**src/rtl/pipe_ctrl_unit.sv**
```systemverilog
// Pipelined control for the 5-stage RISC-V core: ID decode, ID/EX -> EX/MEM -> MEM/WB
// control registers, and hazard handling (load-use, branch flush, bubble, memory wait).
module pipe_ctrl_unit #(
    parameter int REG_ADDR_W = 5,
    parameter int MEM_LAT    = 0,
    parameter int HAZARD_EN  = 1
) (
    input  logic                  clk,
    input  logic                  rst_n,
    input  logic [6:0]            opcode_id,
    input  logic [REG_ADDR_W-1:0] rs1_id,
    input  logic [REG_ADDR_W-1:0] rs2_id,
    input  logic [REG_ADDR_W-1:0] rd_id,
    input  logic                  bubble_req,
    input  logic                  zero_mem,
    output logic                  pc_write,
    output logic                  ifid_write,
    output logic                  ifid_flush,
    output logic                  pc_src,
    output logic                  ex_alu_src,
    output logic [1:0]            ex_alu_op,
    output logic                  mem_read,
    output logic                  mem_write,
    output logic                  mem_branch,
    output logic                  wb_reg_write,
    output logic                  wb_mem_to_reg,
    output logic                  mem_wait
);

    localparam logic [6:0] OP_R      = 7'b0110011;
    localparam logic [6:0] OP_I      = 7'b0010011;
    localparam logic [6:0] OP_LOAD   = 7'b0000011;
    localparam logic [6:0] OP_STORE  = 7'b0100011;
    localparam logic [6:0] OP_BRANCH = 7'b1100011;

    localparam int CNT_W = (MEM_LAT > 0) ? $clog2(MEM_LAT + 1) : 1;
    localparam logic [CNT_W-1:0] LAT_C = CNT_W'(MEM_LAT);

    // Nested so each stage register keeps exactly the bits its later stages consume.
    typedef struct packed {
        logic reg_write;
        logic mem_to_reg;
    } wb_ctrl_t;

    typedef struct packed {
        logic     mem_read;
        logic     mem_write;
        logic     branch;
        wb_ctrl_t wb;
    } m_ctrl_t;

    typedef struct packed {
        logic       alu_src;
        logic [1:0] alu_op;
        m_ctrl_t    m;
    } ctrl_t;

    ctrl_t                 dec_ctrl;
    logic                  uses_rs1;
    logic                  uses_rs2;
    logic                  hazard;
    logic                  freeze;

    ctrl_t                 idex_ctrl_d,  idex_ctrl_q;
    logic [REG_ADDR_W-1:0] idex_rd_d,    idex_rd_q;
    m_ctrl_t               exmem_ctrl_d, exmem_ctrl_q;
    wb_ctrl_t              memwb_ctrl_d, memwb_ctrl_q;
    logic [CNT_W-1:0]      wait_cnt_d,   wait_cnt_q;

    // Bundle layout matches {alu_src, alu_op, mem_read, mem_write, branch, reg_write, mem_to_reg}.
    always_comb begin
        dec_ctrl = '0;
        uses_rs1 = 1'b0;
        uses_rs2 = 1'b0;
        case (opcode_id)
            OP_R:      begin dec_ctrl = ctrl_t'(8'b0_10_000_10); uses_rs1 = 1'b1; uses_rs2 = 1'b1; end
            OP_I:      begin dec_ctrl = ctrl_t'(8'b1_10_000_10); uses_rs1 = 1'b1; end
            OP_LOAD:   begin dec_ctrl = ctrl_t'(8'b1_00_100_11); uses_rs1 = 1'b1; end
            OP_STORE:  begin dec_ctrl = ctrl_t'(8'b1_00_010_00); uses_rs1 = 1'b1; uses_rs2 = 1'b1; end
            OP_BRANCH: begin dec_ctrl = ctrl_t'(8'b0_01_001_00); uses_rs1 = 1'b1; uses_rs2 = 1'b1; end
            default:   dec_ctrl = '0;
        endcase
    end

    assign hazard = (HAZARD_EN != 0) && idex_ctrl_q.m.mem_read && (idex_rd_q != '0) &&
                    ((uses_rs1 && (rs1_id == idex_rd_q)) || (uses_rs2 && (rs2_id == idex_rd_q)));

    assign freeze = (MEM_LAT != 0) && (exmem_ctrl_q.mem_read || exmem_ctrl_q.mem_write) &&
                    (wait_cnt_q != LAT_C);

    assign pc_src = exmem_ctrl_q.branch & zero_mem;

    always_comb begin
        // NOTE: every always_comb output gets a default first so no path can infer a latch.
        pc_write     = 1'b1;
        ifid_write   = 1'b1;
        ifid_flush   = 1'b0;
        mem_wait     = 1'b0;
        idex_ctrl_d  = dec_ctrl;
        idex_rd_d    = rd_id;
        exmem_ctrl_d = idex_ctrl_q.m;
        memwb_ctrl_d = exmem_ctrl_q.wb;
        wait_cnt_d   = '0;

        if (freeze) begin
            pc_write     = 1'b0;
            ifid_write   = 1'b0;
            mem_wait     = 1'b1;
            idex_ctrl_d  = idex_ctrl_q;
            idex_rd_d    = idex_rd_q;
            exmem_ctrl_d = exmem_ctrl_q;
            memwb_ctrl_d = '0;
            wait_cnt_d   = wait_cnt_q + 1'b1;
        end else if (pc_src) begin
            ifid_flush   = 1'b1;
            idex_ctrl_d  = '0;
            idex_rd_d    = '0;
            exmem_ctrl_d = '0;
        end else if (hazard) begin
            pc_write     = 1'b0;
            ifid_write   = 1'b0;
            idex_ctrl_d  = '0;
            idex_rd_d    = '0;
        end else if (bubble_req) begin
            idex_ctrl_d  = '0;
            idex_rd_d    = '0;
        end
    end

    // NOTE: state registers use non-blocking assignments; reset empties every stage and abandons any wait.
    always_ff @(posedge clk or negedge rst_n) begin
        if (!rst_n) begin
            idex_ctrl_q  <= '0;
            idex_rd_q    <= '0;
            exmem_ctrl_q <= '0;
            memwb_ctrl_q <= '0;
            wait_cnt_q   <= '0;
        end else begin
            idex_ctrl_q  <= idex_ctrl_d;
            idex_rd_q    <= idex_rd_d;
            exmem_ctrl_q <= exmem_ctrl_d;
            memwb_ctrl_q <= memwb_ctrl_d;
            wait_cnt_q   <= wait_cnt_d;
        end
    end

    assign ex_alu_src    = idex_ctrl_q.alu_src;
    assign ex_alu_op     = idex_ctrl_q.alu_op;
    assign mem_read      = exmem_ctrl_q.mem_read;
    assign mem_write     = exmem_ctrl_q.mem_write;
    assign mem_branch    = exmem_ctrl_q.branch;
    assign wb_reg_write  = memwb_ctrl_q.reg_write;
    assign wb_mem_to_reg = memwb_ctrl_q.mem_to_reg;

endmodule

```
**config.mk**
```make
export PLATFORM = sky130hd
export DESIGN_NAME = pipe_ctrl_unit
export DESIGN_NICKNAME = d
export VERILOG_FILES = /design/src/rtl/pipe_ctrl_unit.sv
export SDC_FILE = /design/constraint.sdc
export NUM_CORES = 1
export LEC_CHECK = 0
export CORE_ASPECT_RATIO = 1.2
export CORE_UTILIZATION = 50
export CTS_CLUSTER_SIZE = 25
export DETAILED_ROUTE_END_ITERATION = 12
export DONT_BUFFER_PORTS = 1
export GPL_TIMING_DRIVEN = 0
export MAX_ROUTING_LAYER = met4
export PLACE_DENSITY = 0.71
export SYNTH_ARGS = -nofsm -noshare
export SYNTH_HDL_FRONTEND = slang
export SYNTH_SLANG_ARGS = --single-unit
```
**constraint.sdc**
```tcl
create_clock -name clk -period 2 [get_ports clk]
set_clock_uncertainty 0.15 [all_clocks]
set_input_delay 0.4 -clock clk [delete_from_list [all_inputs] [get_ports clk]]
set_output_delay 0.4 -clock clk [all_outputs]
set_load 0.01 [all_outputs]
```
# Yosys cells after proc, flatten, opt, wreduce, memory -nomap -nowiden

Cells that the tools add are included.

Equal/unequal tests: 7
Mux-type cells: 13
Bitwise operators: 1
Reductions and logical operators: 8

Operators by type and width:

| cell               | number |
|---|---|
| $pmux 8 s5         | 1 |
| $mux 8             | 3 |
| $mux 5             | 4 |
| $eq 7x6->1 const B | 2 |
| $eq 5x5->1         | 2 |
| $eq 7x2->1 const B | 1 |
| $eq 7x5->1 const B | 1 |
| $eq 7x7->1 const B | 1 |
| $mux 1             | 5 |
| $reduce_bool 5->1  | 1 |
| $reduce_or 5->1    | 1 |
| $logic_and 1x1->1  | 4 |
| $reduce_or 3->1    | 1 |
| $and 1x1->1        | 1 |
| $logic_or 1x1->1   | 1 |

Register bits after elaboration: 20
Output and inout bits: 13

# Longest topological paths before layout

Gate-level depths: netlist of run 1.

Word-level depth: 8
Gate-level depth with buffers: 7
Depth with buffers taken out: 5

# Worst setup path before layout of run 1

Ideal clock, no wire load.

Path type: reg-to-output
Start point: register idex_rd_q[1]
End point: output port pc_write
Arrival time: 1.541 ns
Slack: -0.091 ns
Stages on the path, launching flop included: 8
Cell sequence: dfrtp_1 > xor2_1 > nor4_1 > o2111ai_1 > a21oi_2 > buf_6 > nand2_1 > buf_4

Word-level cells in the longest chain between the ends: 6
Elaborated cells between the ends (all ways): 10

RTL lines:

| item                     | line | source |
|---|---|---|
| start, declared          | 65   | `logic [REG_ADDR_W-1:0] idex_rd_d, idex_rd_q;` |
| start signal, assigned   | 140  | `idex_rd_q <= idex_rd_d;` |
| $eq 5x5->1               | 86   | `((uses_rs1 && (rs1_id == idex_rd_q)) \|\| (uses_rs2 && (rs2_id == idex_rd_q)));` |
| $logic_and 1x1->1        | 86   |  |
| $logic_or 1x1->1         | 86   |  |
| $logic_and 1x1->1 (*)    | 85   | `assign hazard = (HAZARD_EN != 0) && idex_ctrl_q.m.mem_read && (idex_rd_q != '0) &&` |
| $mux 1 (*) (2 in series) | n/a  |  |
| end, declared            | 16   | `output logic pc_write,` |

Every way passes the cells marked *; elsewhere a longest branch is shown, timed or not.

# Worst setup path in the final report of run 1

Same ends and word-level chain as after synthesis.

==> qor.csv, run 1 <==
metric;value;unit
fin_area;909.6;sq um
grt_overflow;0;
num_io_pins;39;
dp.cells;92;
rr_endpoint;idex_ctrl_q[3]$_DFF_PN0_;
p_leak;0.4458;nW
setup_viol;2;
r2r_start;idex_rd_q[1]$_DFF_PN0_;
drv_cap;0;
place_congestion;0.7916;
grt_pass1_vias;500;
drv_slew;0;
hold_class;input pin to flip-flop;
cts_root_buf;clkbuf_4;
crit_path_start_kind;flip-flop;
reg2reg_depth;9;
timing.slew.headroom;0.5015;
htreeDepth;1;
drc;0;
finalWorstSetupSlack;-0.3560;ns
synth_area;779.5;sq um
critPathCaptureType;primary output;
grt_pass1_wl;2221;microns
fp-row-count;15;
die_height;45.25;microns
outcome;complete, but fails checks;
cts_buffers;3;
grt_max_degree;18;
grt_use_met2;0.2983;
nNetsFinal;113;
final_cells;103;
met3_usage;0.05419;
dr_total_vias;559;
ant_nets;0;
drive_gt1_frac;0.2326;
synthesis.nets;101;
area_delta_synth_final;16.69;%
clk_latency;0.29;ns
worstPathMaxFanout;2;
track_usage;0.1994;
worstMarginPinSlew;0.7453;ns
min_period_over_period;1.178;
holdPathEnd;ex_alu_src$_DFF_PN0_;
synth_cell_types;21;
fin_crit;2.356;ns
crit_required;1.45;ns
start_util;0.5394;
dr.pass1.iters;4;
viasPerCell;5.427;
crit_type;flip-flop to primary output;
cp.arrival;1.81;ns
clk_path_buf_depth;2;
port_buffers;0;
hold_violations;0;
synthCells;75;
violations;negative setup slack;
reg2reg_slack;0.14;ns
powerDensity;646.6;mW/mm^2
initialDrtViolationCount;14;
met1_usage;0.2426;
ir_drop;0.0003984;V
fmax;424.5;MHz
place_area;812.0;sq um
wire_per_inst;13.11;microns
min-delay-start;opcode_id[6];
die-area;0.001722;sq mm
finalPower;0.5882;mW
cts.sinks;17;
path_clk_slew;0.09;ns
hpwl;942;microns
post_synth.cell_area_avg;10.39;sq um
drt_wl_total;1350;microns
core;0.001445;sq mm
largest_reg_flops;5;
whs_path_depth;1;
grt-busiest-layer;met2;
largest_register;idex_rd_q;
rsz0062_at_grt;true;
die_w;38.05;microns
tritoncts;built;
diodes;0;
synth-seq-cells;17;
antenna_found_initial;0;
yosysWarnings;0;
ys_seq_area_frac;0.5457;
kinds of logic (layout without fill, tap and decap cells):
logic type                count (synthesis)  in the layout  share of synthesized area
AOI/OAI and AO/OA                         4              4                    0.04495
xor gates and xnor gates                 10             10                     0.1124
buffers and inverters                     7             18                    0.06742
DFF                                      17             17                     0.5457
other                                     1              1                   0.004811
and+or+nand+nor                          36             36                     0.2247
metrics by stage:
step | TNS (ns) | hold slack, ns | setup slack [ns] | utilization
6_report | -0.5878 | 0.03998 | -0.3560 | 0.6294
5_1_grt | -0.8826 | 0.03143 | -0.5054 | 0.6294
4_1_cts | -0.6405 | 0.003710 | -0.3833 | 0.6130
3_5_place_dp | -0.3338 | -0.04516 | -0.2300 | 0.5619
3_3_place_gp | -0.2359 | -0.04517 | -0.1807 | 0.5619
2_1_floorplan | -0.02192 | -0.04559 | -0.02192 | -
area by class of cell:
class / instances / area (sq um)
clock buffers: 3 / 22.52
clock inverters: 1 / 5.005
inverters: 1 / 3.754
fillers: 127 / 535.5
multi-input cells: 51 / 321.6
repair buffers: 7 / 57.56
well taps: 17 / 21.27
flip-flops and latches: 17 / 425.4
plain buffers: 6 / 52.55
synthesized netlist by cell type:
cell,count,share of area
xor2_1,7,0.079
nand4_1,1,0.0080
nor2b_1,1,0.0080
o2111ai_1,1,0.011
nand3_1,1,0.0064
inv_1,1,0.0048
nor4_1,3,0.024
nor4b_1,1,0.011
nor2_1,7,0.034
buf_6,1,0.014
a21oi_2,2,0.022
xnor2_1,3,0.034
a2111oi_0,1,0.011
and2_1,4,0.032
nand2_1,12,0.058
dfrtp_1,17,0.55
conb_1,1,0.0048
nand2b_1,1,0.0080
or4_1,1,0.0096
nor3_1,4,0.026
buf_4,5,0.048
worst max-delay path by stage:
| stage | from | end | slack (ns) | depth (start not counted) |
|---|---|---|---|---|
| 2_1_floorplan | rs2_id[0] | pc_write | -0.02 | 7 |
| 3_3_place_gp | idex_rd_q[4]$_DFF_PN0_ | pc_write | -0.18 | 7 |
| 3_5_place_dp | idex_rd_q[4]$_DFF_PN0_ | pc_write | -0.23 | 7 |
| 4_1_cts | idex_rd_q[0]$_DFF_PN0_ | pc_write | -0.38 | 7 |
| 5_1_grt | idex_rd_q[0]$_DFF_PN0_ | pc_write | -0.51 | 7 |
| 6_report | idex_rd_q[1]$_DFF_PN0_ | pc_write | -0.36 | 7 |
worst max-delay path: stages (launching register included):
cell and delay (ns):
dfrtp_1 0.40, xor2_1 0.18, nor4_2 0.28, o2111ai_1 0.17
a21oi_2 0.19, buf_6 0.13, nand2_4 0.05, buf_6 0.12
metal layers:
metal	up-vias	part of all wire
met3	2	0.098
met1	254	0.41
li1	269	-
met4	0	0.0089
met2	34	0.48
met5	-	0
cells in the final DEF, fill, tap and decap left out:
cell type / count
nor4_2: 2
nor3_1: 4
inv_1: 1
clkinv_2: 1
buf_4: 9
clkbuf_4: 3
nand2_4: 1
dlygate4sd3_1: 2
nand3_1: 1
nand2_1: 11
a2111oi_0: 1
buf_6: 2
a21oi_2: 2
or4_1: 1
dfrtp_1: 17
o2111ai_1: 1
nor4b_1: 1
nor2_1: 7
nand4_1: 1
xor2_1: 7
nor2b_1: 1
nor4_1: 1
and2_1: 4
nand2b_1: 1
conb_1: 1
xnor2_1: 3
report_power, final:
group,leakage (nW),internal (mW),total [mW],switching (mW)
Combinational,0.196,0.0259,0.0532,0.0273
Clock,0.0177,0.0743,0.179,0.105
Sequential,0.232,0.350,0.356,0.00602
what timing repair did:
| item | 4_1_cts | 5_1_grt |
|---|---|---|
| buffers inserted | 4 | 1 |
| hold buffers | 1 | 1 |
| pin swaps | 3 | 0 |
| hold endpoints to repair | 17 | 3 |
| resized for setup | 1 | 1 |
| endpoints found under the setup margin | 2 | 2 |
Note: power is estimated with default switching activity, not from simulation.
==> run 2, diff against run 1 <==
- CTS_BUF_LIST: not set -> sky130_fd_sc_hd__clkbuf_8
==> qor.csv, run 2 (synthesis results as in run 1) <==
metric;value;unit;change
fp-row-count;15;;unchanged
clk_path_buf_depth;2;;unchanged
start_util;0.5394;;unchanged
seqPwrFrac;0.542;;was 0.605
grt_max_degree;18;;unchanged
powerDensity;726.1;mW/mm^2;was 646.6 mW/mm^2
cts_buffers;3;;unchanged
dr_total_vias;556;;was 559
cp.arrival;1.76;ns;was 1.81 ns
reg2reg_slack;0.18;ns;was 0.14 ns
crit_path_start_kind;flip-flop;;unchanged
fin_crit;2.312;ns;was 2.356 ns
grt_pass1_vias;523;;was 500
switching_power;0.1451;mW;was 0.1381 mW
viasPerCell;5.505;;was 5.427
fmax;432.5;MHz;was 424.5 MHz
pwr-share-clk;0.383;;was 0.305
diodes;0;;unchanged
grt_pass1_wl;2235;microns;was 2221 microns
ir_drop;0.0004737;V;was 0.0003984 V
fin_area;904.6;sq um;was 909.6 sq um
nNetsFinal;111;;was 113
dr.pass1.iters;4;;unchanged
worstPathMaxFanout;2;;unchanged
track_usage;0.2036;;was 0.1994
crit_path_start;idex_rd_q[0]$_DFF_PN0_;;was idex_rd_q[1]$_DFF_PN0_
largest_reg_flops;5;;unchanged
critPathCaptureType;primary output;;unchanged
drv_cap;0;;unchanged
layout_common_cells;17 x dfrtp_1, 11 x nand2_1, 8 x buf_4;;was 17 x dfrtp_1, 11 x nand2_1, 9 x buf_4
initialDrtViolationCount;2;;was 14
drive_gt1_frac;0.2143;;was 0.2326
multi_input_area;315.3;sq um;was 321.6 sq um
die_height;45.25;microns;unchanged
p_leak;0.4440;nW;was 0.4458 nW
cts_root_buf;clkbuf_8;;was clkbuf_4
worstMarginPinSlew;0.7139;ns;was 0.7453 ns
hpwl;942;microns;unchanged
largest_register;idex_rd_q;;unchanged
layout_commonest_cell;dfrtp_1;;unchanged
finalWorstSetupSlack;-0.3120;ns;was -0.3560 ns
timing.slew.headroom;0.5225;;was 0.5015
reg2reg_depth;7;;was 9
min_period_over_period;1.156;;was 1.178
r2r_start;idex_rd_q[0]$_DFF_PN0_;;was idex_rd_q[1]$_DFF_PN0_
place_area;812.0;sq um;unchanged
whs_path_depth;1;;unchanged
crit_type;flip-flop to primary output;;unchanged
rsz0062_at_grt;true;;unchanged
area_delta_synth_final;16.05;%;was 16.69%
htreeDepth;1;;unchanged
outcome;complete, but fails checks;;unchanged
num_io_pins;39;;unchanged
hold_violations;0;;unchanged
place_congestion;0.7916;;unchanged
core;0.001445;sq mm;unchanged
clk_latency;0.25;ns;was 0.29 ns
drt_wl_total;1311;microns;was 1350 microns
die_w;38.05;microns;unchanged
drv_slew;0;;unchanged
cts.sinks;17;;unchanged
ant_nets;0;;unchanged
grt_overflow;0;;unchanged
comb_power_share;0.075;;was 0.090
port_buffers;0;;unchanged
wire_per_inst;12.98;microns;was 13.11 microns
violations;negative setup slack;;unchanged
p_sw_frac;0.2209;;was 0.2348
tritoncts;built;;unchanged
utilization;0.6260;;was 0.6294
drc;0;;unchanged
setup_viol;2;;unchanged
crit_required;1.45;ns;about the same
hold_class;input pin to flip-flop;;unchanged
num-fill-cells;128;;was 127
path_clk_slew;0.06;ns;was 0.09 ns
antenna_found_initial;0;;unchanged
regArea;425.4;sq um;unchanged
min-delay-start;opcode_id[6];;unchanged
die-area;0.001722;sq mm;unchanged
p_int;0.5118;mW;was 0.4500 mW
## run 2: final cells by class
cell class	instances	share of cell area
Buffer	6	0.05809
Clock buffer	3	0.04564
Clock inverter	1	0.005533
Inverter	1	0.004149
Multi-Input combinational cell	51	0.3485
Sequential cell	17	0.4703
Tap cell	17	0.02351
Timing Repair Buffer	5	0.04426
## run 2: final timing paths
| check | to |
|---|---|
| worst max-delay path | pc_write |
| worst min-delay path | ex_alu_op[1]$_DFF_PN0_ |
| worst min register to register | wb_reg_write$_DFF_PN0_ |
| min in group asynchronous | wb_mem_to_reg$_DFF_PN0_ |
| max in group asynchronous | idex_rd_q[3]$_DFF_PN0_ |
| worst max register to register | idex_ctrl_q[3]$_DFF_PN0_ |
## run 2: worst max-delay path, stage by stage, from the launching register on
cell       delay (ns)
dfrtp_1          0.40
xor2_1           0.16
nor4_2           0.29
o2111ai_1        0.17
a21oi_2          0.19
buf_6            0.13
nand2_4          0.05
buf_6            0.12
## run 2: metal layers
metal	vias to the layer above	wire length [microns]	GRT usage
li1	262	-	-
met1	260	544	0.2393
met2	29	597	0.2949
met3	5	124	0.05419
met4	0	44	0.1500
met5	-	0	-
## run 2: repair_timing
item / in CTS / in global routing
setup buffers: 4 / 0
resized for setup: 1 / 0
hold buffers: 1 / 0
pin swaps: 3 / 0
setup endpoints to repair: 2 / 2
endpoints found under the hold margin: 17 / 0
## run 2: per-stage QoR
stage,cells,TNS (ns),power (mW),setup WS [ns],hold slack [ns]
after CTS,101,-0.5337,0.6641,-0.3299,0.05506
after global routing,101,-0.7706,0.6902,-0.4494,0.05411
after floorplan,75,-0.02192,0.3934,-0.02192,-0.04559
after global placement,92,-0.2359,0.3975,-0.1807,-0.04517
after detailed placement,92,-0.3338,0.3987,-0.2300,-0.04516
final,101,-0.4998,0.6569,-0.3120,0.06154
## run 2: power by group through the flow
| stage | registers [mW] | clock network, mW | logic [mW] |
|---|---|---|---|
| 6_report | 0.356 | 0.252 | 0.0490 |
| 5_1_grt | 0.357 | 0.277 | 0.0565 |
| 4_1_cts | 0.356 | 0.259 | 0.0491 |
| 3_5_place_dp | 0.364 | 0 | 0.0352 |
| 3_3_place_gp | 0.363 | 0 | 0.0342 |
| 2_1_floorplan | 0.362 | 0 | 0.0313 |
==> run 3, diff against run 2 <==
- GPL_TIMING_DRIVEN: 0 -> not set
==> qor.csv, run 3 (synthesis results as in run 1) <==
metric;value;unit;change
initialDrtViolationCount;13;;was 2
critPathCaptureType;primary output;;unchanged
pre_cts_ws;0.05043;ns;was -0.2300 ns
min-delay-start;opcode_id[6];;unchanged
track_usage;0.2015;;was 0.2036
grt_overflow;0;;unchanged
final_cells;95;;was 101
tritoncts;built;;unchanged
worstMarginPinSlew;0.7418;ns;was 0.7139 ns
ir_drop;0.0005769;V;was 0.0004737 V
p_sw_frac;0.2271;;was 0.2209
layout_common_cells;17 x dfrtp_1, 11 x nand2_1, 7 x xor2_1, 7 x nor2_1;;was 17 x dfrtp_1, 11 x nand2_1, 8 x buf_4
rr_endpoint;ex_alu_src$_DFF_PN0_;;was idex_ctrl_q[3]$_DFF_PN0_
hold_violations;0;;unchanged
die_w;38.05;microns;unchanged
dp.cells;87;;was 92
regArea;425.4;sq um;unchanged
cp.arrival;1.62;ns;was 1.76 ns
die-area;0.001722;sq mm;unchanged
viasPerCell;5.663;;was 5.505
cts.sinks;17;;unchanged
num-fill-cells;119;;was 128
dr.pass1.iters;4;;unchanged
place_congestion;0.7990;;was 0.7916
largest_register;idex_rd_q;;unchanged
powerDensity;771.0;mW/mm^2;was 726.1 mW/mm^2
switching_power;0.1503;mW;was 0.1451 mW
core;0.001445;sq mm;unchanged
drt_wl_total;1431;microns;was 1311 microns
crit_path_start;idex_rd_q[0]$_DFF_PN0_;;unchanged
crit_required;1.45;ns;about the same
holdPathEnd;ex_alu_op[1]$_DFF_PN0_;;unchanged
crit_type;flip-flop to primary output;;unchanged
violations;negative setup slack;;unchanged
area_delta_synth_final;10.11;%;was 16.05%
antenna_found_initial;0;;unchanged
setup_viol;2;;unchanged
crit_path_start_kind;flip-flop;;unchanged
clk_latency;0.25;ns;about the same
start_util;0.5394;;unchanged
timing.slew.headroom;0.5038;;was 0.5225
cts_buffers;3;;unchanged
utilization;0.5939;;was 0.6260
nNetsFinal;105;;was 111
diodes;0;;unchanged
worstPathMaxFanout;2;;unchanged
num_io_pins;39;;unchanged
largest_reg_flops;5;;unchanged
fmax;460.3;MHz;was 432.5 MHz
clk_path_buf_depth;2;;unchanged
fin_crit;2.173;ns;was 2.312 ns
multi_input_area;321.6;sq um;was 315.3 sq um
fp-row-count;15;;unchanged
path_clk_slew;0.07;ns;was 0.06 ns
wire_per_inst;15.06;microns;was 12.98 microns
pwr-share-clk;0.386;;was 0.383
finalWorstSetupSlack;-0.1727;ns;was -0.3120 ns
drv_cap;0;;unchanged
grt_max_degree;18;;unchanged
drc;0;;unchanged
drv_slew;0;;unchanged
dr_total_vias;538;;was 556
p_int;0.5115;mW;was 0.5118 mW
rsz0062_at_grt;true;;unchanged
seqPwrFrac;0.538;;was 0.542
p_leak;0.4091;nW;was 0.4440 nW
whs;0.06717;ns;was 0.06154 ns
die_height;45.25;microns;unchanged
comb_power_share;0.076;;was 0.075
r2r_start;idex_rd_q[0]$_DFF_PN0_;;unchanged
drive_gt1_frac;0.1667;;was 0.2143
cts_root_buf;clkbuf_8;;unchanged
reg2reg_slack;0.15;ns;was 0.18 ns
hpwl;1023;microns;was 942 microns
htreeDepth;1;;unchanged
ant_nets;0;;unchanged
grt_pass1_wl;2228;microns;was 2235 microns
grt_pass1_vias;552;;was 523
outcome;complete, but fails checks;;unchanged
whs_path_depth;1;;unchanged
layout_commonest_cell;dfrtp_1;;unchanged
reg2reg_depth;8;;was 7
min_period_over_period;1.086;;was 1.156
port_buffers;0;;unchanged
hold_class;input pin to flip-flop;;unchanged
==> run 3: cell types whose count changed in the layout (fill, tap and decap cells not counted) <==
cell	delta
a2111oi_2	+1
a2111oi_0	-1
buf_6	-2
buf_4	-4
==> run 3: routing by layer <==
layer	track usage	wire length (microns)	share of wire
met1	0.2097	560	0.39
met2	0.3186	696	0.49
met3	0.05419	120	0.084
met4	0.1500	53	0.037
met5	-	0	0
==> run 3: timing repair <==
| action | in CTS | in global routing |
|---|---|---|
| buffers inserted | 2 | 1 |
| pin swaps | 5 | 1 |
| hold buffers | 1 | 0 |
| setup endpoints to repair | 2 | 3 |
| endpoints found under the hold margin | 17 | 0 |
| gates resized for setup | 0 | 3 |
==> run 3: cell type report <==
type,count,share of cell area
Tap cell,17,0.02478
Clock buffer,3,0.04810
Sequential cell,17,0.4956
Clock inverter,1,0.005831
Multi-Input combinational cell,51,0.3746
Timing Repair Buffer,5,0.04665
Inverter,1,0.004373
==> run 3: worst max-delay path, stage by stage, from the launching register on <==
cell       delay [ns]
dfrtp_1          0.39
xor2_1           0.15
nor4_2           0.31
o2111ai_1        0.18
a21oi_2          0.25
nand2_4          0.10
==> run 3: how the worst max path moves through the flow <==
stage	endpoint	slack, ns	cells after the start
after floorplan	pc_write	-0.02	7
after global placement	pc_write	0.07	5
after detailed placement	pc_write	0.05	5
after CTS	pc_write	-0.17	5
after global routing	pc_write	-0.26	5
final	pc_write	-0.17	5
==> run 3: per-stage QoR <==
step | power (mW) | setup TNS [ns] | cell area (sq um)
2_1_floorplan | 0.3934 | -0.02192 | 790.8
3_3_place_gp | 0.3963 | 0 | 767.0
3_5_place_dp | 0.3975 | 0 | 767.0
4_1_cts | 0.6587 | -0.3422 | 838.3
5_1_grt | 0.6878 | -0.5159 | 858.3
6_report | 0.6618 | -0.3453 | 858.3
==> run 3: power groups by stage <==
| stage | Sequential [mW] | Combinational (mW) | Clock, mW |
|---|---|---|---|
| CTS | 0.356 | 0.0460 | 0.256 |
| finish | 0.356 | 0.0500 | 0.256 |
| global placement | 0.363 | 0.0331 | 0 |
| detailed placement | 0.364 | 0.0338 | 0 |
| floorplan | 0.362 | 0.0313 | 0 |
| global route | 0.357 | 0.0562 | 0.275 |
